`config.mk`:
```
export PLATFORM = sky130hd
export DESIGN_NAME = alu_mc
export DESIGN_NICKNAME = d
export VERILOG_FILES = /design/src/rtl/alu_mc.sv
export SDC_FILE = /design/constraint.sdc
export NUM_CORES = 1
export LEC_CHECK = 0
export BUFFER_PORTS_ARGS = -buffer_cell sky130_fd_sc_hd__clkbuf_2
export CAP_MARGIN = 20
export CORE_MARGIN = 4
export CORE_UTILIZATION = 60
export CTS_CLUSTER_SIZE = 8
export DETAILED_ROUTE_END_ITERATION = 8
export PLACE_DENSITY = 0.8
export SYNTH_ARGS = -nofsm -noshare
export SYNTH_HDL_FRONTEND = slang
export SYNTH_SLANG_ARGS = --single-unit
```
`constraint.sdc`:
```
create_clock -name clk -period 3.2 [get_ports clk]
set_clock_uncertainty 0.2 [all_clocks]
set_input_delay 0.32 -clock clk [delete_from_list [all_inputs] [get_ports clk]]
set_output_delay 0.32 -clock clk [all_outputs]
set_load 0.05 [all_outputs]
```
`src/rtl/alu_mc.sv`:
```
// Multi-cycle ALU with valid/ready handshakes on both sides and registered result/flags.
// Define ALU_MC_MUL_EN to build the iterative shift-add multiplier (opcode 0C).
module alu_mc #(
  parameter  int WIDTH = 32,
  localparam int SHW   = $clog2(WIDTH)
) (
  input  logic             clk,
  input  logic             rst_n,
  input  logic             in_valid,
  output logic             in_ready,
  input  logic [WIDTH-1:0] alu_a,
  input  logic [WIDTH-1:0] alu_b,
  input  logic [4:0]       alu_op,
  output logic             out_valid,
  input  logic             out_ready,
  output logic [WIDTH-1:0] alu_out,
  output logic             flag_zero,
  output logic             flag_carry,
  output logic             flag_ovf,
  output logic             op_err
);

  localparam logic [4:0] OP_NOP  = 5'h00;
  localparam logic [4:0] OP_ADD  = 5'h01;
  localparam logic [4:0] OP_SUB  = 5'h02;
  localparam logic [4:0] OP_AND  = 5'h03;
  localparam logic [4:0] OP_OR   = 5'h04;
  localparam logic [4:0] OP_XOR  = 5'h05;
  localparam logic [4:0] OP_NOR  = 5'h06;
  localparam logic [4:0] OP_SLL  = 5'h07;
  localparam logic [4:0] OP_SRL  = 5'h08;
  localparam logic [4:0] OP_SRA  = 5'h09;
  localparam logic [4:0] OP_SLT  = 5'h0A;
  localparam logic [4:0] OP_SLTU = 5'h0B;
`ifdef ALU_MC_MUL_EN
  localparam logic [4:0] OP_MUL  = 5'h0C;
`endif

  typedef enum logic [1:0] {
    IDLE = 2'd0,
    DONE = 2'd1
`ifdef ALU_MC_MUL_EN
    , BUSY = 2'd2
`endif
  } state_t;

  state_t           state_q, state_d;
  logic [WIDTH-1:0] res_q, res_d;
  logic             zero_q, zero_d;
  logic             carry_q, carry_d;
  logic             ovf_q, ovf_d;
  logic             err_q, err_d;

  logic [WIDTH:0]   sum, diff;
  logic [SHW-1:0]   sh;
  logic [WIDTH-1:0] f_res;
  logic             f_c, f_v, f_err;

`ifdef ALU_MC_MUL_EN
  logic [WIDTH-1:0] acc_q, acc_d, mcand_q, mcand_d, mplier_q, mplier_d, acc_n;
  logic [SHW-1:0]   cnt_q, cnt_d;
`endif

  // Single-cycle datapath, evaluated on the operands present at the accept edge.
  always_comb begin
    sum   = {1'b0, alu_a} + {1'b0, alu_b};
    diff  = {1'b0, alu_a} - {1'b0, alu_b};
    sh    = alu_b[SHW-1:0];
    f_res = '0;
    f_c   = 1'b0;
    f_v   = 1'b0;
    f_err = 1'b0;
    case (alu_op)
      OP_NOP:  f_res = '0;
      OP_ADD: begin
        f_res = sum[WIDTH-1:0];
        f_c   = sum[WIDTH];
        f_v   = (alu_a[WIDTH-1] == alu_b[WIDTH-1]) && (sum[WIDTH-1] != alu_a[WIDTH-1]);
      end
      OP_SUB: begin
        f_res = diff[WIDTH-1:0];
        f_c   = diff[WIDTH];
        f_v   = (alu_a[WIDTH-1] != alu_b[WIDTH-1]) && (diff[WIDTH-1] != alu_a[WIDTH-1]);
      end
      OP_AND:  f_res = alu_a & alu_b;
      OP_OR:   f_res = alu_a | alu_b;
      OP_XOR:  f_res = alu_a ^ alu_b;
      OP_NOR:  f_res = ~(alu_a | alu_b);
      OP_SLL:  f_res = alu_a << sh;
      OP_SRL:  f_res = alu_a >> sh;
      OP_SRA:  f_res = $signed(alu_a) >>> sh;
      OP_SLT:  f_res = {{(WIDTH-1){1'b0}}, ($signed(alu_a) < $signed(alu_b))};
      OP_SLTU: f_res = {{(WIDTH-1){1'b0}}, (alu_a < alu_b)};
`ifdef ALU_MC_MUL_EN
      OP_MUL:  f_res = '0;
`endif
      default: f_err = 1'b1;
    endcase
  end

  always_comb begin
    state_d  = state_q;
    res_d    = res_q;
    zero_d   = zero_q;
    carry_d  = carry_q;
    ovf_d    = ovf_q;
    err_d    = err_q;
`ifdef ALU_MC_MUL_EN
    acc_d    = acc_q;
    mcand_d  = mcand_q;
    mplier_d = mplier_q;
    cnt_d    = cnt_q;
    acc_n    = acc_q + (mplier_q[0] ? mcand_q : '0);
`endif
    case (state_q)
      IDLE: begin
        if (in_valid) begin
`ifdef ALU_MC_MUL_EN
          if (alu_op == OP_MUL) begin
            state_d  = BUSY;
            acc_d    = '0;
            mcand_d  = alu_a;
            mplier_d = alu_b;
            cnt_d    = '0;
          end else
`endif
          begin
            state_d = DONE;
            res_d   = f_res;
            zero_d  = !f_err && (f_res == '0);
            carry_d = f_c;
            ovf_d   = f_v;
            err_d   = f_err;
          end
        end
      end
`ifdef ALU_MC_MUL_EN
      // One multiplier bit per cycle; the WIDTH-th step registers the product.
      BUSY: begin
        acc_d    = acc_n;
        mcand_d  = mcand_q << 1;
        mplier_d = mplier_q >> 1;
        cnt_d    = cnt_q + SHW'(1);
        if (cnt_q == SHW'(WIDTH - 1)) begin
          state_d = DONE;
          res_d   = acc_n;
          zero_d  = (acc_n == '0);
          carry_d = 1'b0;
          ovf_d   = 1'b0;
          err_d   = 1'b0;
        end
      end
`endif
      DONE: begin
        if (out_ready) state_d = IDLE;
      end
      default: state_d = IDLE;
    endcase
  end

  always_ff @(posedge clk or negedge rst_n) begin
    if (!rst_n) begin
      state_q  <= IDLE;
      res_q    <= '0;
      zero_q   <= 1'b0;
      carry_q  <= 1'b0;
      ovf_q    <= 1'b0;
      err_q    <= 1'b0;
`ifdef ALU_MC_MUL_EN
      acc_q    <= '0;
      mcand_q  <= '0;
      mplier_q <= '0;
      cnt_q    <= '0;
`endif
    end else begin
      state_q  <= state_d;
      res_q    <= res_d;
      zero_q   <= zero_d;
      carry_q  <= carry_d;
      ovf_q    <= ovf_d;
      err_q    <= err_d;
`ifdef ALU_MC_MUL_EN
      acc_q    <= acc_d;
      mcand_q  <= mcand_d;
      mplier_q <= mplier_d;
      cnt_q    <= cnt_d;
`endif
    end
  end

  assign in_ready   = (state_q == IDLE);
  assign out_valid  = (state_q == DONE);
  assign alu_out    = res_q;
  assign flag_zero  = zero_q;
  assign flag_carry = carry_q;
  assign flag_ovf   = ovf_q;
  assign op_err     = err_q;

endmodule

```
==> key figures, run 1 <==
Status
  – Status: stopped before the end
  – Step where the flow halted: global routing
  – First Err: [ERROR GRT-0116] Global routing finished with congestion. Check the congestion regions in the DRC Viewer.

Global routing
  – Global-route wire length before repair: 163800 um
  – Grt total ovfl: 1011
  – Maximum number of pins on one net before global-route repair: 61
  – GRT Overall Usage: 94.36%
  – Via count of the first global-routing pass: 25.24k

Floorplan
  – Total I/O pin count: 111
  – Die height: 149.9 um
  – Effective utilization at floorplan: 61.44%
  – Count of standard-cell rows: 51
  – Die Span X: 149.9 um

Place
  – Post-placement setup slack: -1.208 ns
  – Placed cell areas: 0.01735 sq mm
  – Port Buf Inserts: 110
  – HPWL after detailed placement: 56850 um
  – Placer's final routability congestion estimate: 1.389

Clock network
  – CTS H-Tree Depth: 2
  – Longest Clk Path Bufs: 2
  – Total clock buffers created by CTS: 5
  – CTS root buf: clkbuf_16
  – # clock sinks: 37

Logic synthesis
  – Library cell with the highest instance count after synthesis: nand2_1
  – Largest cells by area after synthesis: ha_1 10%, dfrtp_1 7.7%, mux4_2 7.1%
  – Post-Syn Area: 0.01208 sq mm
  – Number of register bits inferred by synthesis: 37
  – Portion of the post-synthesis area used by sequential elements: 7.668%
  – Number of enable flip-flop cells after synthesis: 0
  – Yosys top cell area share: 10.47%
  – Leading register cell type out of synthesis: dfrtp_1
  – Cell taking the most area after synthesis: ha_1
  – Yosys cell types: 91
  – Cells after Synth: 1661
  – Yosys synthesis warning count: 0
  – Post-Synthesis Net Count: 1837
  – Fraction of synthesis flops using an asynchronous set or reset pin: 100.0%
  – Commonest cells in the netlist: 153 x nand2_1, 148 x nor2_1, 114 x a21oi_1, 110 x o21ai_0, 101 x ha_1
  – Avg Cell Area, Syn: 7.270 sq um
## stage by stage
stage / std cells / utilization [%] / hold WS [ns]
after floorplan: 1661 / - / -0.1756
after global placement: 2538 / 88.29 / 0.2589
after detailed placement: 2538 / 88.29 / 0.2692
after CTS: 2575 / 94.58 / 0.005716
## metal layers
metal | GRT overflow | track usage [%]
met5 | 8 | 64.32
met4 | 285 | 101.8
met3 | 52 | 83.25
met2 | 631 | 110.1
met1 | 35 | 87.57
## cell families after synthesis
logic type / after synthesis / share of synthesized area, %
AOI/OAI and AO/OA: 568 / 32.32
xor gates and xnor gates: 36 / 2.611
adders and majority gates: 103 / 10.80
buffers and inverters: 234 / 8.434
DFF: 37 / 7.668
muxes: 151 / 17.15
and+or+nand+nor: 532 / 21.02
## repair_timing
action / 4_1_cts
gates resized for setup: 164
hold buffers: 1
setup buffers: 33
cloned: 2
pin swaps: 34
hold endpoints to repair: 22
endpoints found under the setup margin: 18
==> run 2, diff against run 1 <==
--- a/config.mk
+++ b/config.mk
@@ -8,10 +8,9 @@
 export BUFFER_PORTS_ARGS = -buffer_cell sky130_fd_sc_hd__clkbuf_2
 export CAP_MARGIN = 20
 export CORE_MARGIN = 4
-export CORE_UTILIZATION = 60
-export CTS_CLUSTER_SIZE = 8
+export CORE_UTILIZATION = 40
 export DETAILED_ROUTE_END_ITERATION = 8
-export PLACE_DENSITY = 0.8
+export PLACE_DENSITY_LB_ADDON = 0.15
 export SYNTH_ARGS = -nofsm -noshare
 export SYNTH_HDL_FRONTEND = slang
 export SYNTH_SLANG_ARGS = --single-unit
==> run 2 against run 1 <==
Against the previous run:
- the flow now finishes, with violations (design-rule violations, negative hold slack, negative setup slack)
- synthesized area unchanged
- synthesized cell count did not move
==> key figures, run 2 <==
Floorplan
  – Standard cell core area: 0.02972 sq mm
  – Die height: 181.7 um (+21%)
  – Effective utilization at floorplan: 40.63% (-21 points)
  – Total I/O pin count: 111 (unchanged)
  – Count of standard-cell rows: 63 (+24%)
  – Area of the die: 0.03303 sq mm
  – Die Span X: 181.7 um (+21%)

Power and ir drop
  – Static Leakage: 9.273 nW
  – Worst vdd rail ir drop: 0.0002152 V
  – Pwr Total: 4.970 mW
  – Power per cell area: 249.0 mW/mm^2

STA
  – Relative slew margins: 37.80%
  – Final setup vio count: 8
  – Minimum hold slack: -0.03274 ns
  – Fin. max-slew vios: 0
  – Final worst path period share: 118.4%
  – Worst Max-Slew Pin Slew: 0.9329 ns
  – PnR worst setup slack: -0.5883 ns
  – Timing-limited maximum frequency: 264.0 MHz
  – RSZ-0062 raised after global routing: yes
  – Final Hold Fails: 37
  – Crit path time final: 3.788 ns
  – Final-layout setup total negative slack: -1.882 ns

Logic synthesis
  – Post-Syn Area: 0.01208 sq mm (unchanged)
  – Avg Cell Area, Syn: 7.270 sq um (unchanged)
  – Post-Synthesis Net Count: 1837 (unchanged)
  – Fraction of synthesis flops using an asynchronous set or reset pin: 100.0% (unchanged)
  – Leading register cell type out of synthesis: dfrtp_1
  – Portion of the post-synthesis area used by sequential elements: 7.668% (unchanged)
  – Yosys top cell area share: 10.47% (unchanged)
  – Number of enable flip-flop cells after synthesis: 0 (unchanged)
  – Yosys synthesis warning count: 0 (unchanged)
  – Number of register bits inferred by synthesis: 37 (unchanged)
  – Cells after Synth: 1661 (unchanged)
  – Commonest cells in the netlist: 153 x nand2_1, 148 x nor2_1, 114 x a21oi_1, 110 x o21ai_0, 101 x ha_1
  – Yosys cell types: 91 (unchanged)
  – Largest cells by area after synthesis: ha_1 10%, dfrtp_1 7.7%, mux4_2 7.1%
  – Cell taking the most area after synthesis: ha_1
  – Library cell with the highest instance count after synthesis: nand2_1

Place
  – HPWL after detailed placement: 59370 um (+4.4%)
  – Cell count after placement: 2729 (+7.5%)
  – Placer's final routability congestion estimate: 1.113 (-20%)
  – Port Buf Inserts: 110 (unchanged)
  – Placed cell areas: 0.01802 sq mm (+3.8%)

Finish
  – Number of nets in the final layout: 2565
  – Largest register FFs: 32
  – Most common library cell in the layout ignoring fill and taps: buf_4
  – Final std cell area, no fill: 0.01996 sq mm
  – Fill cell total of the finished layout: 2603
  – Final instance count without filler cells: 2781
  – Area of the multi-input gates: 0.01144 sq mm
  – Area used by sequential logic in the layout: 925.9 sq um
  – Area Overhead vs Synth: 65.30%
  – Highest-count cells in the layout ignoring fill and taps: 710 x buf_4, 150 x nand2_1, 135 x nor2_1
  – Fraction of layout instances using a drive strength above 1: 48.28%

Drt
  – Wire length per cell after detailed routing: 26.22 um
  – Routed Antenna Nets: 0
  – Vias after detailed routing: 17.66k
  – Drt initial violations: 2362
  – Post-detailed-route DRC marker count: 2
  – Number of vias per cell after detailed routing: 6.351
  – DRT Wirelength: 72920 um
  – Pre-Repair DR Iteration Count: 9

Critical path
  – Arrival time reported for the critical path endpoint: 3.82 ns
  – Startpoint of the lowest-slack register-to-register path: state_q[0]
  – Critical Setup Path Class: input port to flop
  – Startpoint type of the worst setup path: input port
  – Cells on worst reg2reg path: 10
  – Required time reported for the critical path endpoint: 3.23 ns
  – Worst Setup SP: alu_op[2]
  – Critical path capture point type: flop
  – Maximum fanout along the worst path: 4

Flow run
  – Max-cap viol count: 0

Global routing
  – Antenna violations before repair: 4
  – Maximum number of pins on one net before global-route repair: 61
  – Via count of the first global-routing pass: 16.91k
  – Global-route wire length before repair: 107200 um
  – Grt total ovfl: 0
  – GRT Overall Usage: 42.00%

Clock network
  – Clock tree from TritonCTS: built
  – CTS root buf: clkbuf_16
  – Longest Clk Path Bufs: 2 (unchanged)
  – Reg clk slew, reported paths: 0.06 ns
  – Cts hold-fix bufs: 0 (-1)
  – Total clock buffers created by CTS: 5 (unchanged)
  – Clock latency at the later pin of the worst-skew pair: 0.28 ns
  – # clock sinks: 37 (unchanged)
  – CTS H-Tree Depth: 2 (unchanged)

Status
  – Status: finished with violations
  – Violations in the final reports: design-rule violations, negative hold slack, negative setup slack

Worst hold path
  – Class of the tightest hold or removal check: input port to async pin
## run 2: cell counts after synthesis
No cell type changed its count.
## run 2: worst paths after layout
path,endpoint,slack (ns)
max in group asynchronous,alu_out[22],2.26
worst max-delay path,flag_zero,-0.59
worst min-delay path,state_q[0],-0.03
min in group clk,state_q[0],0.02
worst max register to register,flag_zero,0.26
worst min register to register,alu_out[29],0.27
## run 2: critical path: stages
cell and delay, ns:
clkbuf_16 0.14, nand3b_1 0.18, nor3_4 0.10, a222oi_1 0.51, buf_4 0.23, o21ai_2 0.05
a311oi_1 0.26, buf_4 0.19, nand3_2 0.09, buf_6 0.15, a221o_1 0.30, or4_4 0.43
or4_4 0.54, nor4_4 0.15, a22o_1 0.16
## run 2: logic make-up (layout without fill, tap and decap cells)
logic type                 after synthesis  after routing  share of synthesized area (%)
xor gates and xnor gates                36             36                          2.611
adders and majority gates              103            103                          10.80
AOI/OAI and AO/OA                      568            568                          32.32
and+or+nand+nor                        532            532                          21.02
other                                    0              1                              0
muxes                                  151            151                          17.15
DFF                                     37             37                          7.668
buffers and inverters                  234            963                          8.434
## run 2: layout make-up
class	count	area share (%)
well taps	390	2.445
multi-input cells	1390	57.29
repair buffers	857	32.82
inverters	98	1.906
clock buffers	6	0.6958
clock inverters	2	0.1881
flip-flops and latches	37	4.639
diodes	1	0.01254
## run 2: what timing repair did
action                     in CTS  in global routing
buffers inserted               37                 12
gates resized for setup       220                 99
setup endpoints to repair      21                 16
cloned                          1                  0
pin swaps                      70                 35
## run 2: where the power goes
group	switching (mW)	total [mW]	internal (mW)
registers	0.0433	0.594	0.551
logic	2.15	3.79	1.64
clock network	0.201	0.590	0.389
total	2.39	4.97	2.58
## run 2: per-stage QoR
stage	util (%)	setup slack, ns
after detailed placement	60.63	-1.220
after global routing	67.16	-0.7454
final	67.17	-0.5883
after floorplan	-	-0.8488
after global placement	60.63	-1.242
after CTS	65.65	-0.5314
## run 2: metal layers
metal	GRT usage (%)	routed length, um	up-vias
li1	-	-	7742
met5	0	0	-
met1	55.72	28380	8344
met4	24.23	5294	0
met3	7.913	8007	270
met2	63.74	31230	1305
No activity file was read; power rests on OpenSTA's default activity.
